### config.mk
export PLATFORM = sky130hd
export DESIGN_NAME = channel_error_scheduler
export DESIGN_NICKNAME = d
export VERILOG_FILES = /design/src/rtl/viterbi_pkg.sv /design/src/rtl/sat_counter.sv /design/src/rtl/channel_error_scheduler.sv
export SDC_FILE = /design/constraint.sdc
export NUM_CORES = 1
export LEC_CHECK = 0
export CORE_AREA = 2 2 136 138
export CTS_CLUSTER_DIAMETER = 150
export CTS_CLUSTER_SIZE = 16
export DETAILED_ROUTE_END_ITERATION = 7
export DIE_AREA = 0 0 138 140
export PLACE_DENSITY_LB_ADDON = 0.15
export SETUP_SLACK_MARGIN = 0.2
export SYNTH_ARGS = -nofsm -noshare
export SYNTH_HDL_FRONTEND = slang
export SYNTH_HIERARCHICAL = 1
export SYNTH_SLANG_ARGS = --single-unit
### constraint.sdc
create_clock -name clk -period 4.6 [get_ports clk]
set_clock_uncertainty 0.1 [all_clocks]
set_input_delay 1.38 -clock clk [delete_from_list [all_inputs] [get_ports clk]]
set_output_delay 1.38 -clock clk [all_outputs]
set_load 0.02 [all_outputs]
### src/rtl/viterbi_pkg.sv
// Shared types and helpers for the encoder -> channel -> Viterbi decoder slice.
package viterbi_pkg;

  typedef logic [1:0] sym_t;

  typedef enum logic [1:0] {
    IDLE,
    GAP,
    BURST,
    DONE
  } sched_state_t;

  // Number of set bits in a 2-bit symbol (bits flipped by a mask).
  function automatic logic [1:0] popcount2(input sym_t s);
    return {1'b0, s[0]} + {1'b0, s[1]};
  endfunction

endpackage

### src/rtl/sat_counter.sv
// Saturating up-counter with synchronous clear and variable increment.
// A clear in the same cycle as an increment loads the increment, so a
// symbol arriving with start_i is counted from zero.
module sat_counter #(
  parameter int unsigned W     = 32,
  parameter int unsigned INC_W = 2
) (
  input  logic             clk,
  input  logic             rst,
  input  logic             clr_i,
  input  logic [INC_W-1:0] inc_i,
  output logic [W-1:0]     cnt_o
);

  localparam int unsigned SW = W + 1;

  logic [W-1:0] cnt_q, cnt_d;
  logic [W:0]   sum;

  // Next count: clear-and-load, or add with saturation at all-ones.
  always_comb begin
    sum = {1'b0, cnt_q} + SW'(inc_i);
    if (clr_i) begin
      cnt_d = W'(inc_i);
    end else if (sum[W]) begin
      cnt_d = '1;
    end else begin
      cnt_d = sum[W-1:0];
    end
  end

  // Counter register, asynchronous active-low reset.
  always_ff @(posedge clk or negedge rst) begin
    if (!rst) begin
      cnt_q <= '0;
    end else begin
      cnt_q <= cnt_d;
    end
  end

  assign cnt_o = cnt_q;

endmodule

### src/rtl/channel_error_scheduler.sv
// Channel stage between convolutional encoder and Viterbi decoder: registered
// symbol pass-through with a gap/burst error-injection schedule and statistics.
module channel_error_scheduler
  import viterbi_pkg::*;
#(
  parameter int unsigned GAP_W   = 16,
  parameter int unsigned BURST_W = 8,
  parameter int unsigned NB_W    = 8,
  parameter int unsigned CNT_W   = 32
) (
  input  logic               clk,
  input  logic               rst,
  input  logic               start_i,
  input  logic               abort_i,
  input  logic [GAP_W-1:0]   cfg_gap_i,
  input  logic [BURST_W-1:0] cfg_burst_len_i,
  input  logic [1:0]         cfg_mask_i,
  input  logic [NB_W-1:0]    cfg_num_bursts_i,
  input  logic [1:0]         sym_i,
  input  logic               sym_valid_i,
  output logic [1:0]         sym_o,
  output logic               sym_valid_o,
  output logic               inj_active_o,
  output logic               busy_o,
  output logic               done_o,
  output logic [CNT_W-1:0]   sym_ct_o,
  output logic [CNT_W-1:0]   bit_err_ct_o
);

  localparam int unsigned PH_W = (GAP_W > BURST_W) ? GAP_W : BURST_W;

  sched_state_t       state_q, state_d, eff_state;
  logic [GAP_W-1:0]   gap_q, eff_gap;
  logic [BURST_W-1:0] len_q, eff_len;
  sym_t               mask_q, eff_mask;
  logic [NB_W-1:0]    nb_q, eff_nb;
  logic [PH_W-1:0]    phase_q, phase_d, eff_phase, gap_last, len_last;
  logic [NB_W-1:0]    bcnt_q, bcnt_d, eff_bcnt, bcnt_inc;
  logic               start_go, inj, run;
  sym_t               sym_q;
  logic               sym_valid_q, inj_q, busy_q, done_q;
  logic [1:0]         err_inc;

  // Schedule decode. The symbol in a start_i cycle already belongs to the new
  // schedule, so the cycle is evaluated in an "effective" state/config that
  // folds the start (or abort) in before the usual gap/burst stepping.
  always_comb begin
    start_go  = start_i && !abort_i && (state_q == IDLE || state_q == DONE);
    eff_gap   = start_go ? cfg_gap_i        : gap_q;
    eff_len   = start_go ? cfg_burst_len_i  : len_q;
    eff_mask  = start_go ? cfg_mask_i       : mask_q;
    eff_nb    = start_go ? cfg_num_bursts_i : nb_q;
    if (abort_i) begin
      eff_state = IDLE;
      eff_phase = '0;
      eff_bcnt  = bcnt_q;
    end else if (start_go) begin
      eff_state = (cfg_gap_i == '0 && cfg_burst_len_i != '0) ? BURST : GAP;
      eff_phase = '0;
      eff_bcnt  = '0;
    end else begin
      eff_state = state_q;
      eff_phase = phase_q;
      eff_bcnt  = bcnt_q;
    end
    gap_last = PH_W'(eff_gap) - PH_W'(1);
    len_last = PH_W'(eff_len) - PH_W'(1);
    bcnt_inc = eff_bcnt + NB_W'(1);
    inj      = sym_valid_i && (eff_state == BURST);
    run      = (eff_state == GAP) || (eff_state == BURST);
    err_inc  = inj ? popcount2(eff_mask) : 2'b00;
    state_d  = eff_state;
    phase_d  = eff_phase;
    bcnt_d   = eff_bcnt;
    if (sym_valid_i) begin
      case (eff_state)
        GAP: begin
          // G==0 only lands here when L==0 too: no gap ever completes.
          if (eff_gap != '0 && eff_phase == gap_last) begin
            phase_d = '0;
            if (eff_len == '0) begin
              bcnt_d = bcnt_inc;
              if (eff_nb != '0 && bcnt_inc == eff_nb) state_d = DONE;
            end else begin
              state_d = BURST;
            end
          end else begin
            phase_d = eff_phase + PH_W'(1);
          end
        end
        BURST: begin
          if (eff_phase == len_last) begin
            phase_d = '0;
            bcnt_d  = bcnt_inc;
            if (eff_nb != '0 && bcnt_inc == eff_nb) state_d = DONE;
            else if (eff_gap != '0)                  state_d = GAP;
            else                                     state_d = BURST;
          end else begin
            phase_d = eff_phase + PH_W'(1);
          end
        end
        default: ;
      endcase
    end
  end

  // Schedule FSM, latched config and registered channel outputs.
  always_ff @(posedge clk or negedge rst) begin
    if (!rst) begin
      state_q     <= IDLE;
      phase_q     <= '0;
      bcnt_q      <= '0;
      gap_q       <= '0;
      len_q       <= '0;
      mask_q      <= '0;
      nb_q        <= '0;
      sym_q       <= '0;
      sym_valid_q <= 1'b0;
      inj_q       <= 1'b0;
      busy_q      <= 1'b0;
      done_q      <= 1'b0;
    end else begin
      state_q     <= state_d;
      phase_q     <= phase_d;
      bcnt_q      <= bcnt_d;
      if (start_go) begin
        gap_q  <= cfg_gap_i;
        len_q  <= cfg_burst_len_i;
        mask_q <= cfg_mask_i;
        nb_q   <= cfg_num_bursts_i;
      end
      sym_q       <= sym_i ^ (inj ? eff_mask : 2'b00);
      sym_valid_q <= sym_valid_i;
      inj_q       <= inj;
      busy_q      <= run;
      done_q      <= (eff_state == DONE);
    end
  end

  sat_counter #(.W(CNT_W), .INC_W(1)) u_sym_ct (
    .clk   (clk),
    .rst   (rst),
    .clr_i (start_go),
    .inc_i (sym_valid_i && run),
    .cnt_o (sym_ct_o)
  );

  sat_counter #(.W(CNT_W), .INC_W(2)) u_bit_err_ct (
    .clk   (clk),
    .rst   (rst),
    .clr_i (start_go),
    .inc_i (err_inc),
    .cnt_o (bit_err_ct_o)
  );

  assign sym_o        = sym_q;
  assign sym_valid_o  = sym_valid_q;
  assign inj_active_o = inj_q;
  assign busy_o       = busy_q;
  assign done_o       = done_q;

endmodule

==> results of run 1 <==
metrics by stage:
stage	std cells	worst slack, ns	total power (uW)
after global routing	1534	0.0421	3930
after floorplan	1077	-0.136	1940
after CTS	1525	0.127	3720
after global placement	1479	-0.536	2260
after detailed placement	1479	-0.724	2280
final	1534	0.243	3760
power breakdown:
group	leakage (uW)	internal [uW]	switching, uW	total (uW)
Sequential	0.00174	1230	134	1370
Clock	0.000286	866	539	1410
Combinational	0.00307	460	528	988
Total	0.00510	2560	1200	3760
cell type report:
cell class / instances / area [um^2]
fill: 1380 / 5120
multi-input combinational: 839 / 6000
inverter: 45 / 189
clock buffer: 19 / 443
timing repair buffer: 260 / 2330
sequential: 130 / 3250
clock inverter: 12 / 158
tap: 229 / 287
repair_timing:
| item | 4_1_cts | 5_1_grt |
|---|---|---|
| gates cloned | 3 | 0 |
| buffers inserted | 12 | 9 |
| pin swaps | 36 | 36 |
| gates resized for setup | 92 | 54 |
| setup endpoints to repair | 80 | 64 |
sequential cells by signal, indices dropped and copies added, names as in the netlist:
signal / flops
u_bit_err_ct/cnt_o: 32
u_sym_ct/cnt_o: 32
gap_q: 16
phase_q: 16
bcnt_q: 8
len_q: 8
nb_q: 8
mask_q: 2
state_q: 2
sym_o: 2
busy_o: 1
done_o: 1
inj_active_o: 1
sym_valid_o: 1
metal layers:
layer | up-vias | GRT usage
met5 | - | 0
met4 | 0 | 0.0956
met3 | 52 | 0.0585
met2 | 364 | 0.479
met1 | 4667 | 0.394
li1 | 4488 | -
final timing paths:
check | from | slack (ns) | depth (start not counted) | to
max in group asynchronous | rst | 2.75 | 2 | u_bit_err_ct/cnt_o[5]
max reg2reg | state_q[1] | 0.74 | 17 | phase_q[9]
max | cfg_gap_i[1] | 0.24 | 17 | u_bit_err_ct/cnt_o[22]
min | nb_q[2] | 0.41 | 2 | nb_q[2]
min in group asynchronous | rst | 0.85 | 1 | gap_q[5]
min reg2reg | nb_q[2] | 0.41 | 2 | nb_q[2]
cells by family after synthesis:
logic type	after synthesis
muxes	19
DFF	130
AOI/OAI and AO/OA	271
adders and majority gates	13
xor gates and xnor gates	64
and+or+nand+nor	472
buffers and inverters	108
layout by cell type, fill, tap and decap left out, types with 7 or more instances in the layout:
cell type / netlist / final
a21oi_2: 0 / 11
nor2_1: 61 / 61
a211oi_1: 8 / 8
xor2_1: 25 / 25
xnor2_1: 37 / 37
clkdlybuf4s50_1: 0 / 89
buf_4: 3 / 132
a311oi_1: 13 / 13
and3_1: 18 / 15
a21oi_1: 66 / 51
mux2i_1: 11 / 10
buf_6: 3 / 15
dfrtp_1: 130 / 130
and4_1: 14 / 12
or4_1: 20 / 16
nor2b_1: 9 / 8
clkbuf_16: 0 / 17
and2_1: 12 / 10
nand2_1: 151 / 146
inv_1: 43 / 40
o211ai_1: 10 / 10
nor3_1: 29 / 27
nand3_1: 34 / 32
a2111oi_0: 9 / 7
nand4_1: 42 / 42
a32o_1: 8 / 8
o21ai_0: 35 / 26
nor4_1: 22 / 18
a31oi_1: 23 / 21
o31ai_1: 12 / 12
worst min-delay path, cell delays in order (launching register included):
cell,delay [ns]
dfrtp_1,0.36
nand2_1,0.06
nand2_1,0.06
==> flow_summary.toml, run 1 <==
[pwr]
cellPowerDensity_mw_per_mm2 = 297
ir_worst_vdd_mv = 0.259
p_leak_uw = 0.00510

[clocking]
cts_root_buffer = "clkbuf_16"
htreeDepth = 4
insertion_delay_ns = 0.43
clock_sinks = 130
clk_pin_slew_ns = 0.06
postCtsHoldBufs = 0
cts_made_buffers = 17
cts.path.max_buffers = 2
tritoncts = "built"

[logic_synthesis]
avgSynthCellArea_um2 = 8.50
syn_inst = 1077
synth_top_area_frac = 0.355
synth_cell_type_count = 96
synth_commonest_cells = "151 x nand2_1, 130 x dfrtp_1, 66 x a21oi_1"
postSynth.asyncResetShare = 1.00
synthMostInstantiatedCell = "nand2_1"
synthAdderAreaFrac = 0.0186
yosysTopAreaCell = "dfrtp_1"
synth_mux_area_frac = 0.0219
synth_compound_area_frac = 0.213
synth_top_family_by_area = "simple AND/OR/NAND/NOR gates"
synthFlopType = "dfrtp_1"
synth_seq_cells = 130
synth_xor_area_frac = 0.0637
postSynthNetCount = 1131
yosys.area_share.simple = 0.278
yosysSeqAreaShare = 0.355
yosys_warnings = 6
synth_area_leaders = "dfrtp_1 36%, nand2_1 6.2%, a21oi_1 3.6%"
synth-edff-count = 0
netlist_area_mm2 = 0.00916

[sta]
rsz0062_at_grt = "true"
period_minus_slack_ns = 4.36
fmax_ghz = 0.229
finalMaxSlewViolations = 0
tns_ns = 0
hold_ws_ns = 0.408
tightest_slew_ns = 0.836
finalSetupViolCount = 0
slew_headroom = 0.439
hold_violations = 0
period_share = 0.947

[min_path]
hold_class = "reg2reg"

[setup_path]
crit_fanout = 4
cp_slowest_stage_delay_ns = 0.48
crit_path_end_kind = "register"
worstSetupPathType = "in2reg"
path_cells = "buf_8 -> nor4_4 -> nand2_2 -> nor4_4 -> buf_4 -> nand4_1 -> nand2_2 -> ha_4 -> and3_4 -> ha_4 -> inv_2 -> fa_2 -> buf_6 -> and4b_1 -> nand3_2 -> or4_4 -> a31oi_1"
crit_required_ns = 4.84
crit_slowest_cell = "or4_4"
cpLargestDelayFamily = "simple AND/OR/NAND/NOR gates"
crit_path_start_kind = "input pin"
critPathBufInv = 4
crit_arrival_ns = 4.60

[drt]
routed.top_layer = "met4"
dr_wl_met2_mm = 13.7
drt_drc_violations_left = 0
wl_per_cell_um = 18.6
wl_met1_mm = 12.6
routed_wl_mm = 28.6
vias = 9571
antenna_left = 0
drt-initial-drc-count = 691
drt_first_pass_iters = 6
wl_met3_mm = 1.67
vias_per_cell = 6.24

[placement]
gp_congestion = 0.894
dp_hpwl_mm = 19.4
io_buffers = 110
placed_area_mm2 = 0.0115

[finish]
finalNetCount = 1347
final_area_mm2 = 0.0127
final_util = 0.712
antenna_cells = 0
drive_gt1_frac = 0.243
area_growth_pct = 38.3

[floorplanning]
die_y_um = 140
dieArea_mm2 = 0.0193
core_mm2 = 0.0178
die_w_um = 138
io_pins = 111
start_util = 0.515
fp-row-count = 49

[grt]
grt_usage = 0.293
grt_pass1_wl_mm = 47.1
grt_overflow_total = 0
antenna_found_initial = 0
grt_max_degree = 67
grt_pass1_vias = 9285

[run]
drv_cap = 0

[outcome]
status = "finished, final reports clean"
Note: power is estimated with default switching activity, not from simulation.
==> inputs of run 2 (changes only) <==
--- a/config.mk
+++ b/config.mk
@@ -5,11 +5,11 @@
 export SDC_FILE = /design/constraint.sdc
 export NUM_CORES = 1
 export LEC_CHECK = 0
-export CORE_AREA = 2 2 136 138
+export CORE_AREA = 2 2 157 120
 export CTS_CLUSTER_DIAMETER = 150
-export CTS_CLUSTER_SIZE = 16
+export CTS_CLUSTER_SIZE = 8
 export DETAILED_ROUTE_END_ITERATION = 7
-export DIE_AREA = 0 0 138 140
+export DIE_AREA = 0 0 159 122
 export PLACE_DENSITY_LB_ADDON = 0.15
 export SETUP_SLACK_MARGIN = 0.2
 export SYNTH_ARGS = -nofsm -noshare
==> run 2 against run 1 <==
Compared with the run above:
- clock-buffer cell count down 1
- core utilization down 2.4 points
- cell count up 0.85%
- routed wire length down 1.9%
- hold slack worse by 0.0052 ns
- setup slack better by 0.074 ns
- combinational power about the same
- total power down 2.8%
- non-clock buffer count down 5
- global-route usage down 0.39 points
- via count about the same
- largest cell class unchanged
- highest routed layer unchanged
==> flow_summary.toml, run 2 (synthesis results as in run 1) <==
[clocking]
tritoncts = "built"
cts_root_buffer = "clkbuf_16"
cts_made_buffers = 17
cts.path.max_buffers = 2
htreeDepth = 4
clk_pin_slew_ns = 0.06
clock_sinks = 130
insertion_delay_ns = 0.42

[sta]
rsz0062_at_grt = "false"
hold_ws_ns = 0.403
tightest_slew_ns = 1.05
slew_headroom = 0.294
period_minus_slack_ns = 4.28
finalMaxSlewViolations = 0
worst_slack_ns = 0.317
period_share = 0.931
hold_violations = 0
fmax_ghz = 0.233
finalSetupViolCount = 0

[setup_path]
cpLargestDelayFamily = "simple AND/OR/NAND/NOR gates"
worstSetupPathType = "in2reg"
crit_path_end_kind = "register"
cp_slowest_stage_delay_ns = 0.37
crit_slowest_cell = "or3b_4"
path_cells = "dlygate4sd2_1 -> nor2b_4 -> nand2_4 -> buf_12 -> mux2i_4 -> ha_4 -> or3b_4 -> a2111oi_4 -> a41o_1 -> a31oi_2 -> nand4b_1 -> nor3b_2 -> buf_6 -> o21ai_4 -> o21ai_4 -> buf_6 -> o2bb2ai_1"
crit_arrival_ns = 4.48
crit_required_ns = 4.80
critPathBufInv = 4
crit_path_start_kind = "input pin"
crit_fanout = 7

[drt]
antenna_left = 0
wl_per_cell_um = 18.1
routed_wl_mm = 28.0
vias = 9562
vias_per_cell = 6.18
drt-initial-drc-count = 958
drt_first_pass_iters = 5
drt_drc_violations_left = 0

[outcome]
status = "finished, final reports clean"

[finish]
layout_commonest_cell = "nand2_1"
area_growth_pct = 35.8
finalNetCount = 1342
finalNonFillerCells = 1547
final_util = 0.688
final_cell_mix = "145 x nand2_1, 133 x buf_4, 130 x dfrtp_1"
fillers = 1496
drive_gt1_frac = 0.226
antenna_cells = 0

[grt]
antenna_found_initial = 0
grt_overflow_total = 0
grt_max_degree = 83
grt_usage = 0.289
grt_pass1_wl_mm = 45.9
grt_pass1_vias = 8814

[floorplanning]
die_w_um = 159
start_util = 0.506
dieArea_mm2 = 0.0194
die_y_um = 122
fp-row-count = 43
io_pins = 111
core_mm2 = 0.0181

[pwr]
ir_worst_vdd_mv = 0.207
p_leak_uw = 0.00500
cellPowerDensity_mw_per_mm2 = 294
p_total_uw = 3650

[placement]
io_buffers = 110
dp_hpwl_mm = 19.6
placed_cells = 1500
gp_congestion = 0.942
pre_cts_ws_ns = -0.555

[run]
drv_cap = 0

[min_path]
hold_class = "reg2reg"
-- run 2: cell count changes in the layout (fill, tap and decap cells not counted), moves of 3 or more --
cell             previous run  this run
a21oi_1                    51        64
a21oi_2                    11         0
dlygate4sd2_1               2         7
o21ai_0                    26        30
o21ai_2                     4         0
buf_6                      15        12
clkdlybuf4s15_1             3         6
nor2_1                     61        58
nor4_2                      1         4
-- run 2: timing repair --
item                                    in CTS  in global routing
endpoints found under the setup margin      86                 55
resized for setup                           67                 41
pin swaps                                   26                 41
cloned                                       2                  0
setup buffers                               10                  4
hold buffers                                 0                  0
-- run 2: final timing paths --
check / from / to / slack (ns) / depth (start not counted)
max: start_i / phase_q[9] / 0.32 / 17
max in group asynchronous: rst / bcnt_q[5] / 2.72 / 2
min in group asynchronous: rst / len_q[0] / 0.90 / 1
max reg2reg: state_q[1] / bcnt_q[3] / 0.83 / 13
min reg2reg: nb_q[2] / nb_q[2] / 0.40 / 2
min: nb_q[2] / nb_q[2] / 0.40 / 2
-- run 2: cell type report --
class	instances	area, um^2	share of cell area
flip-flops and latches	130	3250	0.262
inverters	45	189	0.0152
clock buffers	18	439	0.0353
clock inverters	13	114	0.00916
well taps	247	309	0.0249
multi-input cells	839	5900	0.475
repair buffers	255	2230	0.179
-- run 2: tightest hold or removal path, delay by kind of cell, from the launching register on --
kind | cells | cell delay [ns]
flip-flops | 1 | 0.36
AND/OR/NAND/NOR | 2 | 0.11
-- run 2: power breakdown --
part / total, uW / switching [uW] / internal [uW]
logic: 1010 / 536 / 469
clock network: 1280 / 531 / 752
registers: 1360 / 134 / 1230
total: 3650 / 1200 / 2450
-- run 2: stage by stage --
step	TNS, ns	area (um^2)
after floorplan	-0.457	9470
after global placement	-27.21	11500
after detailed placement	-34.24	11500
after CTS	0	12300
after global routing	0	12400
final	0	12400
-- run 2: routing by layer --
| layer | up-vias | share of wire | GRT usage |
|---|---|---|---|
| met3 | 29 | 0.089 | 0.0684 |
| li1 | 4471 | - | - |
| met2 | 426 | 0.43 | 0.427 |
| met5 | - | 0 | 0 |
| met1 | 4636 | 0.47 | 0.427 |
| met4 | 0 | 0.012 | 0.0727 |
